### src/rtl/mem_wb_pipeline_register.sv
// mem_wb_pipeline_register
// MEM/WB pipeline register for the top and bottom byte lanes. It holds the
// current write-back entry and a one-deep history copy (t-1). The history
// copy feeds the MEM/WB input mux and the forwarding logic. It also counts
// retired instructions.
//
// Ports
//   clock, reset_n        rising-edge clock, asynchronous active-low reset
//   stall                 hold every register (has priority over flush)
//   flush                 load a bubble into the current stage instead of the inputs
//   valid_in              incoming entry is a real instruction
//   data_*_in             lane data from the MEM/WB input mux
//   wb_en_*_in            lane write-enables (qualified by valid_in)
//   wb_addr_*_in          lane destination addresses
//   mem_wb_*              current-stage lane data
//   mem_wb_tm1_*          t-1 lane data
//   wb_en_*, wb_addr_*    current-stage write-back control
//   tm1_en_*, tm1_addr_*  t-1 write-back control (forwarding qualifiers)
//   occupancy             {tm1_valid, cur_valid}
//   retired_count         valid entries that have left the current stage (wraps)
module mem_wb_pipeline_register #(
  parameter int unsigned DATA_WIDTH  = 8,
  parameter int unsigned ADDR_WIDTH  = 5,
  parameter int unsigned COUNT_WIDTH = 16
) (
  input  logic                   clock,
  input  logic                   reset_n,
  input  logic                   stall,
  input  logic                   flush,
  input  logic                   valid_in,
  input  logic [DATA_WIDTH-1:0]  data_top_in,
  input  logic [DATA_WIDTH-1:0]  data_bot_in,
  input  logic                   wb_en_top_in,
  input  logic                   wb_en_bot_in,
  input  logic [ADDR_WIDTH-1:0]  wb_addr_top_in,
  input  logic [ADDR_WIDTH-1:0]  wb_addr_bot_in,
  output logic [DATA_WIDTH-1:0]  mem_wb_top,
  output logic [DATA_WIDTH-1:0]  mem_wb_bot,
  output logic [DATA_WIDTH-1:0]  mem_wb_tm1_top,
  output logic [DATA_WIDTH-1:0]  mem_wb_tm1_bot,
  output logic                   wb_en_top,
  output logic                   wb_en_bot,
  output logic [ADDR_WIDTH-1:0]  wb_addr_top,
  output logic [ADDR_WIDTH-1:0]  wb_addr_bot,
  output logic                   tm1_en_top,
  output logic                   tm1_en_bot,
  output logic [ADDR_WIDTH-1:0]  tm1_addr_top,
  output logic [ADDR_WIDTH-1:0]  tm1_addr_bot,
  output logic [1:0]             occupancy,
  output logic [COUNT_WIDTH-1:0] retired_count
);

  // Current stage
  logic [DATA_WIDTH-1:0]  r_cur_data_top, r_cur_data_bot;
  logic                   r_cur_en_top, r_cur_en_bot;
  logic [ADDR_WIDTH-1:0]  r_cur_addr_top, r_cur_addr_bot;
  logic                   r_cur_valid;
  // t-1 history stage
  logic [DATA_WIDTH-1:0]  r_tm1_data_top, r_tm1_data_bot;
  logic                   r_tm1_en_top, r_tm1_en_bot;
  logic [ADDR_WIDTH-1:0]  r_tm1_addr_top, r_tm1_addr_bot;
  logic                   r_tm1_valid;
  logic [COUNT_WIDTH-1:0] r_retired;

  // Entry to load into the current stage: the inputs, or a bubble on flush
  logic                   w_load;
  logic [DATA_WIDTH-1:0]  w_nxt_data_top, w_nxt_data_bot;
  logic                   w_nxt_en_top, w_nxt_en_bot;
  logic [ADDR_WIDTH-1:0]  w_nxt_addr_top, w_nxt_addr_bot;
  logic                   w_nxt_valid;

  always_comb begin
    w_load         = ~flush;
    w_nxt_valid    = valid_in & w_load;
    // An invalid entry never carries a write-enable
    w_nxt_en_top   = wb_en_top_in & w_nxt_valid;
    w_nxt_en_bot   = wb_en_bot_in & w_nxt_valid;
    w_nxt_data_top = w_load ? data_top_in    : '0;
    w_nxt_data_bot = w_load ? data_bot_in    : '0;
    w_nxt_addr_top = w_load ? wb_addr_top_in : '0;
    w_nxt_addr_bot = w_load ? wb_addr_bot_in : '0;
  end

  // Pipeline advance: the current stage shifts into t-1 and new entry into current
  always_ff @(posedge clock or negedge reset_n) begin
    if (!reset_n) begin
      r_cur_data_top <= '0;
      r_cur_data_bot <= '0;
      r_cur_en_top   <= 1'b0;
      r_cur_en_bot   <= 1'b0;
      r_cur_addr_top <= '0;
      r_cur_addr_bot <= '0;
      r_cur_valid    <= 1'b0;
      r_tm1_data_top <= '0;
      r_tm1_data_bot <= '0;
      r_tm1_en_top   <= 1'b0;
      r_tm1_en_bot   <= 1'b0;
      r_tm1_addr_top <= '0;
      r_tm1_addr_bot <= '0;
      r_tm1_valid    <= 1'b0;
      r_retired      <= '0;
    end else if (!stall) begin
      r_tm1_data_top <= r_cur_data_top;
      r_tm1_data_bot <= r_cur_data_bot;
      r_tm1_en_top   <= r_cur_en_top;
      r_tm1_en_bot   <= r_cur_en_bot;
      r_tm1_addr_top <= r_cur_addr_top;
      r_tm1_addr_bot <= r_cur_addr_bot;
      r_tm1_valid    <= r_cur_valid;
      r_cur_data_top <= w_nxt_data_top;
      r_cur_data_bot <= w_nxt_data_bot;
      r_cur_en_top   <= w_nxt_en_top;
      r_cur_en_bot   <= w_nxt_en_bot;
      r_cur_addr_top <= w_nxt_addr_top;
      r_cur_addr_bot <= w_nxt_addr_bot;
      r_cur_valid    <= w_nxt_valid;
      // A valid entry leaving the current stage has retired
      if (r_cur_valid) begin
        r_retired <= r_retired + COUNT_WIDTH'(1);
      end
    end
  end

  assign mem_wb_top     = r_cur_data_top;
  assign mem_wb_bot     = r_cur_data_bot;
  assign mem_wb_tm1_top = r_tm1_data_top;
  assign mem_wb_tm1_bot = r_tm1_data_bot;
  assign wb_en_top      = r_cur_en_top;
  assign wb_en_bot      = r_cur_en_bot;
  assign wb_addr_top    = r_cur_addr_top;
  assign wb_addr_bot    = r_cur_addr_bot;
  assign tm1_en_top     = r_tm1_en_top;
  assign tm1_en_bot     = r_tm1_en_bot;
  assign tm1_addr_top   = r_tm1_addr_top;
  assign tm1_addr_bot   = r_tm1_addr_bot;
  assign occupancy      = {r_tm1_valid, r_cur_valid};
  assign retired_count  = r_retired;

endmodule

### config.mk
export PLATFORM = sky130hd
export DESIGN_NAME = mem_wb_pipeline_register
export DESIGN_NICKNAME = d
export VERILOG_FILES = /design/src/rtl/mem_wb_pipeline_register.sv
export SDC_FILE = /design/constraint.sdc
export NUM_CORES = 1
export LEC_CHECK = 0
export BUFFER_PORTS_ARGS = -buffer_cell sky130_fd_sc_hd__buf_2
export CORE_ASPECT_RATIO = 1.2
export CORE_UTILIZATION = 40
export DETAILED_ROUTE_END_ITERATION = 8
export HOLD_SLACK_MARGIN = 0.06
export PLACE_DENSITY = 0.67
export SLEW_MARGIN = 0
export SYNTH_ARGS = -nofsm -noshare
export SYNTH_HDL_FRONTEND = slang
export SYNTH_SLANG_ARGS = --single-unit
### constraint.sdc
create_clock -name clock -period 1.3 [get_ports clock]
set_clock_uncertainty 0.1 [all_clocks]
set_input_delay 0.065 -clock clock [delete_from_list [all_inputs] [get_ports clock]]
set_output_delay 0.065 -clock clock [all_outputs]
set_load 0.01 [all_outputs]
==> qor.txt <==
largest family of logic cells by synthesized area: simple AND/OR/NAND/NOR gates
gate count of the mapped netlist: 243
area leader, netlist: dfrtp_1
Initial Utilization: 41.1%
first-pass GRT wire length: 10500 µm
CP Max Fanout: 4
Top cell by count, worst path: nand4_1
GRT overflow: 0
Worst path slowest cell: dfrtp_1
failing checks: setup timing
synthesized area per cell: 12.2 µm²
Via Count: 2347
relative slew slack: 74.4%
Num Clock Sinks: 74
row count: 34
largest net degree at the start of global routing: 75
CTS root buffer: clkbuf_8
H-tree lvl count: 3
MaxCap Viol Count: 0
register area share after synthesis: 62.4%
Initial DRT Pass Iterations: 4
Core Util, Final: 58.3%
final setup vio count: 3
CTS tree: yes
area share of fa/ha/maj cells after synthesis: 0.421%
peak supply drop: 701 µV
mux contribution to synthesized area: 11.4%
Post-Synth Simple-Gate Area: 14.0%
ys flop type: dfrtp_1
vias per std cell: 4.80
min Tclk post-route: 1.33 ns
die area: 7770 µm²
Synth area leaders: dfrtp_1 62%, mux2_2 11%, nand2b_1 5.5%
crit share post-route: 102%
TNS Setup: -0.0686 ns
Placer Congestion: 0.774
die boundary width: 80.7 µm
Reg clk slew, reported paths: 0.07 ns
nets: 428
Pwr Density: 1250 nW/µm²
Post-synth EDFFs: 0
Fmax: 754 MHz
Netlist cell types: 23
# diodes: 0
CTS Buf Count: 9
Synth top area share: 62.4%
CP top delay family: simple AND/OR/NAND/NOR gates
post-synthesis compound-gate area fraction: 4.97%
IO Count: 107
Arr. time, crit path: 1.45 ns
Port Buf Inserts: 106
syn nets: 277
hpwl dp: 4180 µm
DRT iter0 DRCs: 64
crit path kind: reg2reg
Max stage delay on crit path: 0.41 ns
Core Footprint: 7230 µm²
endpoints failing hold: 0
mapped cell area: 2970 µm²
clk buf depth: 2
Layout area overhead: 41.9%
Crit. End Element: register
outcome: finished, violations left
startpoint types: register
required time worst endpoint: 1.42 ns
worst-skew pair later-pin latency: 0.33 ns
Synth async-reset ratio: 100%
DRT Wirelength: 6650 µm
Pleak: 2.15 nW
worst slew pin tran: 0.385 ns
GR Util All Layers: 18.2%
vias in the first global route: 2265
final worst setup slack: -0.0255 ns
initial antenna violation count: 0
die span in y: 96.4 µm
WP buf/inv: 0
WL/cell: 13.6 µm
Tot Pwr: 5.27 mW
RSZ-0062 raised after global routing: true
Max Slew Vio Count: 0
CP cell instances: nand4_1, nor2_4, nand4_1, xnor2_1
number of synthesized register bits: 74
min-delay worst type: in2reg
dpl ws: -0.0886 ns
share of cells above drive strength 1: 44.4%
drc violations: 0
Antenna Violating Nets Remaining: 0
post-synthesis xor/xnor area fraction: 4.42%
Yosys warning total: 0
[metrics by stage]
step	std cells	hold WS (ns)	area [µm²]
final	489	0.0990	4210
after global routing	489	0.112	4210
after CTS	489	0.105	4190
after detailed placement	440	0.0125	3680
after global placement	440	0.0105	3680
after floorplan	243	-0.331	2970
[Yosys cell counts, types with 2 or more instances]
master and n:
dfrtp_1 74, buf_2 3, nand2b_1 26, o21ai_0 28, xor2_1 2, clkbuf_1 7
xnor2_1 13, nand4_1 6, buf_4 2, mux2_2 30, nand2_1 34, nor2b_1 2
nor2_1 2, nand3_1 5
[registers in the layout, summed over array words and instances, names as in the netlist, 5 cells and up]
name / count
mem_wb_bot: 8
mem_wb_tm1_bot: 8
mem_wb_tm1_top: 8
mem_wb_top: 8
retired_count: 16
tm1_addr_bot: 5
tm1_addr_top: 5
wb_addr_bot: 5
wb_addr_top: 5
[cell families (layout without fill, tap and decap cells)]
kind of cell / after synthesis / count (layout)
buffers and inverters: 14 / 170
muxes: 30 / 30
xor gates and xnor gates: 15 / 15
DFF: 74 / 74
AOI/OAI and AO/OA: 29 / 29
and+or+nand+nor: 80 / 80
adders and majority gates: 1 / 1
[power by group]
part	internal (mW)	total, mW	switching [mW]
clock	0.684	1.52	0.841
combinational	0.559	1.06	0.500
sequential	2.54	2.69	0.151
[cell usage in the layout (no fill, tap or decap), types with 3 or more instances in the layout]
master         instances
mux2_2                30
dfrtp_1               74
nand2_1               32
clkbuf_8               9
buf_4                 15
nand2b_1              26
clkinv_2               3
buf_2                104
nand3_1                4
dlygate4sd3_1         32
clkinvlp_4             3
xnor2_1               13
o21ai_0               28
nand4_1                6
[layer usage]
| layer | wire [µm] | vias up | GRT usage (%) |
|---|---|---|---|
| met5 | 0 | - | 0 |
| li1 | - | 1125 | - |
| met1 | 2800 | 1142 | 21.3 |
| met2 | 3440 | 74 | 30.9 |
| met4 | 94 | 0 | 8.63 |
| met3 | 318 | 6 | 5.16 |
[worst paths after layout]
kind / startpoint / endpoint / slack, ns / cells after the start
setup / recovery: retired_count[8]$_DFFE_PN0P_ / retired_count[15]$_DFFE_PN0P_ / -0.03 / 4
hold / removal: flush / mem_wb_top[0]$_DFFE_PN0N_ / 0.1 / 3
setup reg to reg: retired_count[8]$_DFFE_PN0P_ / retired_count[15]$_DFFE_PN0P_ / -0.03 / 4
hold reg to reg: retired_count[15]$_DFFE_PN0P_ / retired_count[15]$_DFFE_PN0P_ / 0.39 / 1
max in group asynchronous: reset_n / tm1_addr_bot[2]$_DFFE_PN0N_ / 0.61 / 3
min in group asynchronous: reset_n / tm1_en_top$_DFFE_PN0N_ / 0.18 / 3
[tightest hold or removal path: cells and delay by family]
family,cells,cell delay (ns)
AND/OR/NAND/NOR,1,0.13
AO/OA/AOI/OAI,1,0.06
buffers and inverters,1,0.23
[cell type report]
| class | instances | area [µm²] |
|---|---|---|
| well taps | 90 | 113 |
| multi-input cells | 155 | 1070 |
| repair buffers | 154 | 1000 |
| clock inverters | 7 | 46.3 |
| fillers | 635 | 3020 |
| clock buffers | 9 | 124 |
| flip-flops and latches | 74 | 1850 |
[repair_timing]
| item | in CTS | in global routing |
|---|---|---|
| resized for setup | 2 | 8 |
| endpoints found under the hold margin | 105 | 0 |
| buffers inserted | 1 | 0 |
| hold buffers | 32 | 0 |
| pin swaps | 7 | 5 |
| setup endpoints to repair | 11 | 11 |
| gates cloned | 0 | 0 |
Power figures use the tool's default switching activity.
